## config.mk

```make
export PLATFORM = sky130hd
export DESIGN_NAME = seven_seg_scan_driver
export DESIGN_NICKNAME = d
export VERILOG_FILES = /design/src/rtl/seven_seg_scan_driver.sv
export SDC_FILE = /design/constraint.sdc
export NUM_CORES = 1
export LEC_CHECK = 0
export CORE_ASPECT_RATIO = 0.9
export CORE_MARGIN = 2
export CORE_UTILIZATION = 49
export DETAILED_ROUTE_END_ITERATION = 8
export PLACE_DENSITY_LB_ADDON = 0.25
export SKIP_CTS_REPAIR_TIMING = 1
export SYNTH_ARGS = -nofsm -noshare
export SYNTH_HDL_FRONTEND = slang
export SYNTH_SLANG_ARGS = --single-unit
```

## constraint.sdc

```tcl
create_clock -name clock -period 1.99 [get_ports clock]
set_input_delay 0.2985 -clock clock [delete_from_list [all_inputs] [get_ports clock]]
set_output_delay 0.2985 -clock clock [all_outputs]
set_load 0.02 [all_outputs]
```

## src/rtl/seven_seg_scan_driver.sv

```systemverilog
// Multiplexed common-anode seven-segment driver with blink, leading-zero blanking and frame-aligned updates.
// Outputs registered one cycle after the scan index; new values take effect only at a frame boundary.
module seven_seg_scan_driver #(
    parameter int NUM_DIGITS   = 4,
    parameter int SCAN_DIV     = 1000,
    parameter int BLINK_FRAMES = 64
) (
    input  logic                    clock,
    input  logic                    reset,
    input  logic                    enable,
    input  logic [4*NUM_DIGITS-1:0] value,
    input  logic                    load,
    input  logic                    lz_blank,
    input  logic [NUM_DIGITS-1:0]   blink_mask,
    output logic [6:0]              segment,
    output logic [NUM_DIGITS-1:0]   digit_sel,
    output logic                    frame_done
);

    localparam int PW = $clog2(SCAN_DIV);
    localparam int IW = $clog2(NUM_DIGITS);
    localparam int BW = (BLINK_FRAMES > 1) ? $clog2(BLINK_FRAMES) : 1;

    localparam logic [PW-1:0] PRESC_LAST = PW'(SCAN_DIV - 1);
    localparam logic [IW-1:0] IDX_LAST   = IW'(NUM_DIGITS - 1);
    localparam logic [BW-1:0] BLINK_LAST = BW'(BLINK_FRAMES - 1);
    localparam logic [6:0]    SEG_BLANK  = 7'h7F;

    logic [PW-1:0]           presc;
    logic [IW-1:0]           idx;
    logic [BW-1:0]           blink_cnt;
    logic                    blink_phase;
    logic [4*NUM_DIGITS-1:0] pending;
    logic                    pending_valid;
    logic [4*NUM_DIGITS-1:0] display;

    logic                  slot_end;
    logic                  frame_end;
    logic [NUM_DIGITS-1:0] lz_zero;
    logic [3:0]            cur_nib;
    logic                  cur_lz;
    logic                  cur_blink;
    logic                  cur_blank;

    function automatic logic [6:0] glyph(input logic [3:0] nib);
        logic [6:0] g;
        case (nib)
            4'h0: g = 7'h40;
            4'h1: g = 7'h79;
            4'h2: g = 7'h24;
            4'h3: g = 7'h30;
            4'h4: g = 7'h19;
            4'h5: g = 7'h12;
            4'h6: g = 7'h02;
            4'h7: g = 7'h78;
            4'h8: g = 7'h00;
            4'h9: g = 7'h10;
            4'hA: g = 7'h08;
            4'hB: g = 7'h03;
            4'hC: g = 7'h46;
            4'hD: g = 7'h21;
            4'hE: g = 7'h06;
            default: g = 7'h0E;
        endcase
        return g;
    endfunction

    assign slot_end  = enable && (presc == PRESC_LAST);
    assign frame_end = slot_end && (idx == IDX_LAST);

    // lz_zero[i]: nibble i and every nibble above it are zero
    always_comb begin
        logic run;
        run     = 1'b1;
        lz_zero = '0;
        for (int i = NUM_DIGITS - 1; i >= 0; i--) begin
            run        = run & (display[4*i +: 4] == 4'h0);
            lz_zero[i] = run;
        end
    end

    always_comb begin
        cur_nib   = 4'h0;
        cur_lz    = 1'b0;
        cur_blink = 1'b0;
        for (int i = 0; i < NUM_DIGITS; i++) begin
            if (idx == IW'(i)) begin
                cur_nib   = display[4*i +: 4];
                cur_lz    = lz_zero[i] && (i != 0);
                cur_blink = blink_mask[i];
            end
        end
        cur_blank = (cur_blink & blink_phase) | (lz_blank & cur_lz);
    end

    always_ff @(posedge clock) begin
        if (reset) begin
            presc         <= '0;
            idx           <= '0;
            blink_cnt     <= '0;
            blink_phase   <= 1'b0;
            pending       <= '0;
            pending_valid <= 1'b0;
            display       <= '0;
            segment       <= SEG_BLANK;
            digit_sel     <= '1;
            frame_done    <= 1'b0;
        end else begin
            if (enable) begin
                presc <= slot_end ? '0 : presc + 1'b1;
                if (slot_end) begin
                    idx <= (idx == IDX_LAST) ? '0 : idx + 1'b1;
                end
            end

            frame_done <= frame_end;

            if (frame_end) begin
                if (blink_cnt == BLINK_LAST) begin
                    blink_cnt   <= '0;
                    blink_phase <= ~blink_phase;
                end else begin
                    blink_cnt <= blink_cnt + 1'b1;
                end
            end

            // A load coinciding with the frame boundary bypasses the pending stage
            if (frame_end) begin
                pending_valid <= 1'b0;
                if (load) begin
                    pending <= value;
                    display <= value;
                end else if (pending_valid) begin
                    display <= pending;
                end
            end else if (load) begin
                pending       <= value;
                pending_valid <= 1'b1;
            end

            if (enable) begin
                digit_sel <= ~(NUM_DIGITS'(1) << idx);
                segment   <= cur_blank ? SEG_BLANK : glyph(cur_nib);
            end else begin
                digit_sel <= '1;
                segment   <= SEG_BLANK;
            end
        end
    end

endmodule

```

==> metrics list <==
* Status: complete, no violations
- The highest layer touched by signal routing is met4.
- Setup repair after global routing could not meet its margin everywhere.
* Max transition margin: 60.0%
* Primary FF master, synth: dfxtp_1
* CP Max Fanout: 6
- Sequential cells burn around half of the power.
* Pin count of the biggest net entering global routing: 54
* Initial antenna violation count: 0
- Final critical delay including setup and external delays: 1.98 ns
- In the final routing, the length of wire on met1 measures around 2.8 mm.
- Once detail routing completed, the nets flagged for antenna violations numbered 0.
* Overall die area: 6550 um2
* Overall overflow remaining after global route: 0
- The tree is rooted in a clkbuf_8.
- Hold Violations, Final: 0
* Area Growth Syn to Fin: 33.7%
- Clock tree synthesis inserted a total of 9 buffers.
- TritonCTS built the clock tree.
- Routed length per placed instance: 13.9 um
- OpenSTA, run right after detailed placement, puts the worst setup slack at -0.0595 ns.
- Crit path cell chain: inv_4, ha_4, nand3b_1, a221o_2, buf_4, mux2i_1, a22oi_1, nand2_1
- Post-Synthesis Net Count: 348
- In this run the power spent charging and discharging nets is 0.559 mW.
- Layout Skew: 0.00669 ns
* Highest achievable clock rate: 505 MHz
- Total area of multi-input combinational cells: between 1500 and 2000 um2
- The number of global-route vias before repair came to 2,179.
- For this run, the register share of the synthesized area comes to 44.2%.
* Ratio of total power to cell area: 697 nW/um2
- Once detailed placement completed, the half-perimeter wirelength came to 4.14 mm.
- For the worst setup path, the data required time is 2.21 ns.
- The worst path meets setup with 0.0101 ns of slack.
- Final standard cell utilization of the core: 68.1%
- Count of maximum capacitance violations: 0
- Initial drt markers: 128
* Overall Global Routing Usage: 18.4%
- Clock transition at the registers of the reported paths: around 0.070 ns
- Post-synth EDFFs: 0
- Slowest Stage Delay on Critical Path: 0.48 ns
* Sequential Area: 1290 um2
* Syn_area_per_cell: 9.32 um2
- Per report_power, the combinational group accounts for 6.5% of the total.
* Nets: 403
* Warnings from Yosys: 0
- The repair_antennas step left the layout with diodes totalling 0.
* Cell internal pwr: 2.14 mW
* First drt pass iteration count: 5
- Worst setup SP type: register
* Actual slew at the worst max-slew pin: 0.599 ns
- Setup violations remaining at the end of the flow were counted as 0.
* Cell with the largest stage delay on the worst path: a221o_2
- In this run the number of H-tree levels came out at 3.
- The initial utilization of the core area, before any placement, comes to 50.9%.
- 37 I/O pins were placed.
- The tree built by TritonCTS fans out to 64 sinks.
- Final max-slew violation count: 0
- Vias post-DR: between 2,000 and 2,500
- The worst setup path is of the reg2reg kind.
* Async S/R FF share, synth: 0%
- Mapped Area: 2900 um2
- For this run, the number of standard cells in the final layout without fillers is between 400 and 500.
- Vias per cell: 5.33
- Net switching is 20.7% of the power.
* Count of different cell masters after synthesis: 44
- Synth Register Bits: 64
- Die Wd: 85.1 um
* Clock network fraction of design power: 44.7%
- Count of standard-cell rows: 26
- Buffers placed on the I/O ports in this run total 36.
- Wire length of the first global-routing pass: 9.65 mm
* Routed Wire Length: 6.14 mm
* Die height: 77.0 um
* Sum of met3 wire segment lengths after detailed routing: ~280 um
- Including well taps, the total number of placed cells is approximately 420.
* Leading cell type in the layout, fill and taps excluded: dfxtp_1
- The final critical path takes up 99.5% of the cycle.
* RD Place Congestion: around 0.84
* Commonest cells after routing, fill and taps aside: dfxtp_1, nor2_1, clkdlybuf4s50_1
* Min-Delay Path Class: in2reg
- Layout fillers: 421
- Ratio of cells with drive above 1 in the final layout: 23.7%
- STA classifies the critical path endpoint as a register.
- Synthesis produced a netlist whose cell count is 311.
- Leakage: 1.48 nW
- At the worst endpoint, the arrival time is between 2 and 2.5 ns.
- In the routed design, unresolved DRC markers number 0.
- Max VDD drop: 0.652 mV
- In the detailed route, the total length drawn on met2 is ~2.9 mm.
- The later pin in the worst-skew pair is clocked with a latency of 0.34 ns.
- The longest clock path from root to sink contains 2 buffers.
* Core outline area: ~5700 um2
## metrics by stage
| stage | hold WS (ns) | TNS (ns) | power, mW | cell area, um2 |
|---|---|---|---|---|
| 2_1_floorplan | 0.457 | 0 | 1.44 | 2930 |
| 3_3_place_gp | 0.468 | -0.0114 | 1.52 | 3460 |
| 3_5_place_dp | 0.484 | -0.204 | 1.53 | 3460 |
| 4_1_cts | 0.336 | -0.289 | 2.73 | 3680 |
| 5_1_grt | 0.334 | -0.241 | 2.79 | 3870 |
| 6_report | 0.346 | 0 | 2.70 | 3870 |
## metal layers
metal / global-route usage [%] / vias to the layer above
met5: 0 / -
met4: 6.67 / 0
met3: 6.03 / 10
met2: 29.1 / 58
met1: 23.6 / 1090
li1: - / 1191
## logic make-up (layout without fill, tap and decap cells)
group | count (synthesis) | in the layout | share of synthesized area (%)
muxes | 21 | 21 | 7.25
and+or+nand+nor | 132 | 132 | 22.0
DFF | 64 | 64 | 44.2
xor gates and xnor gates | 12 | 12 | 3.63
AOI/OAI and AO/OA | 44 | 44 | 13.4
buffers and inverters | 26 | 86 | 4.36
adders and majority gates | 12 | 12 | 5.18
## power by group through the flow
| stage | clock network (mW) | logic [mW] | registers, mW |
|---|---|---|---|
| 3_5_place_dp | 0 | 0.175 | 1.35 |
| 5_1_grt | 1.28 | 0.190 | 1.32 |
| 4_1_cts | 1.23 | 0.175 | 1.32 |
| 2_1_floorplan | 0 | 0.0796 | 1.36 |
| 6_report | 1.21 | 0.175 | 1.32 |
| 3_3_place_gp | 0 | 0.173 | 1.35 |
## path summary, 6_finish.rpt
check,slack (ns),from,end,cells past startpoint
min reg2reg,0.49,presc[1]$_SDFFE_PP0P_,presc[1]$_SDFFE_PP0P_,2
max reg2reg,0.01,idx[1]$_SDFFE_PP0P_,segment[1]$_SDFF_PP1_,8
max,0.01,idx[1]$_SDFFE_PP0P_,segment[1]$_SDFF_PP1_,8
min,0.35,reset,digit_sel[0]$_SDFF_PP1_,4
## flip-flops by register name (all words and copies together), names as in the netlist
| signal | count |
|---|---|
| display | 16 |
| pending | 16 |
| presc | 10 |
| segment | 7 |
| blink_cnt | 6 |
| digit_sel | 4 |
| idx | 2 |
| blink_phase | 1 |
| frame_done | 1 |
| pending_valid | 1 |
## cell usage after synthesis, types with 2 or more instances
cell      number  share of area, %
mux2i_1       21               7.3
buf_6          2              0.78
and3_1         2              0.43
buf_4          2              0.52
nor4_1         3              0.65
nand3_1       12               2.1
nor2b_1        5               1.1
a211oi_1       3              0.78
a211oi_2      14               6.0
nand3b_1       4               1.0
clkbuf_1       8               1.0
nor3b_1        3              0.78
xor2_1         8               2.4
o21ai_0        6               1.0
nor3_1        11               1.9
nand2_1       23               3.0
a311o_1        2              0.69
nor2_1        57               7.4
a211o_1        2              0.60
dfxtp_1       64                44
xnor2_1        4               1.2
buf_2          5              0.86
ha_1          12               5.2
inv_1          8               1.0
a311oi_1       2              0.60
a21oi_1        7               1.2
nand4_1        4              0.86
## cell type report
cell class / count / area share, %
inverters: 8 / 1.00
repair buffers: 62 / 15.4
flip-flops and latches: 64 / 33.3
well taps: 70 / 2.26
multi-input cells: 221 / 42.5
clock buffers: 13 / 3.84
clock inverters: 3 / 1.68
## worst max-delay path, delay by kind of cell (launching register included)
kind | cells | cell delay, ns
flip-flops | 1 | 0.40
multiplexers | 1 | 0.11
adder cells (fa/ha/maj) | 1 | 0.17
AND/OR/NAND/NOR | 2 | 0.26
buffers and inverters | 2 | 0.23
AO/OA/AOI/OAI | 2 | 0.69
(Power assumes the default switching activity.)
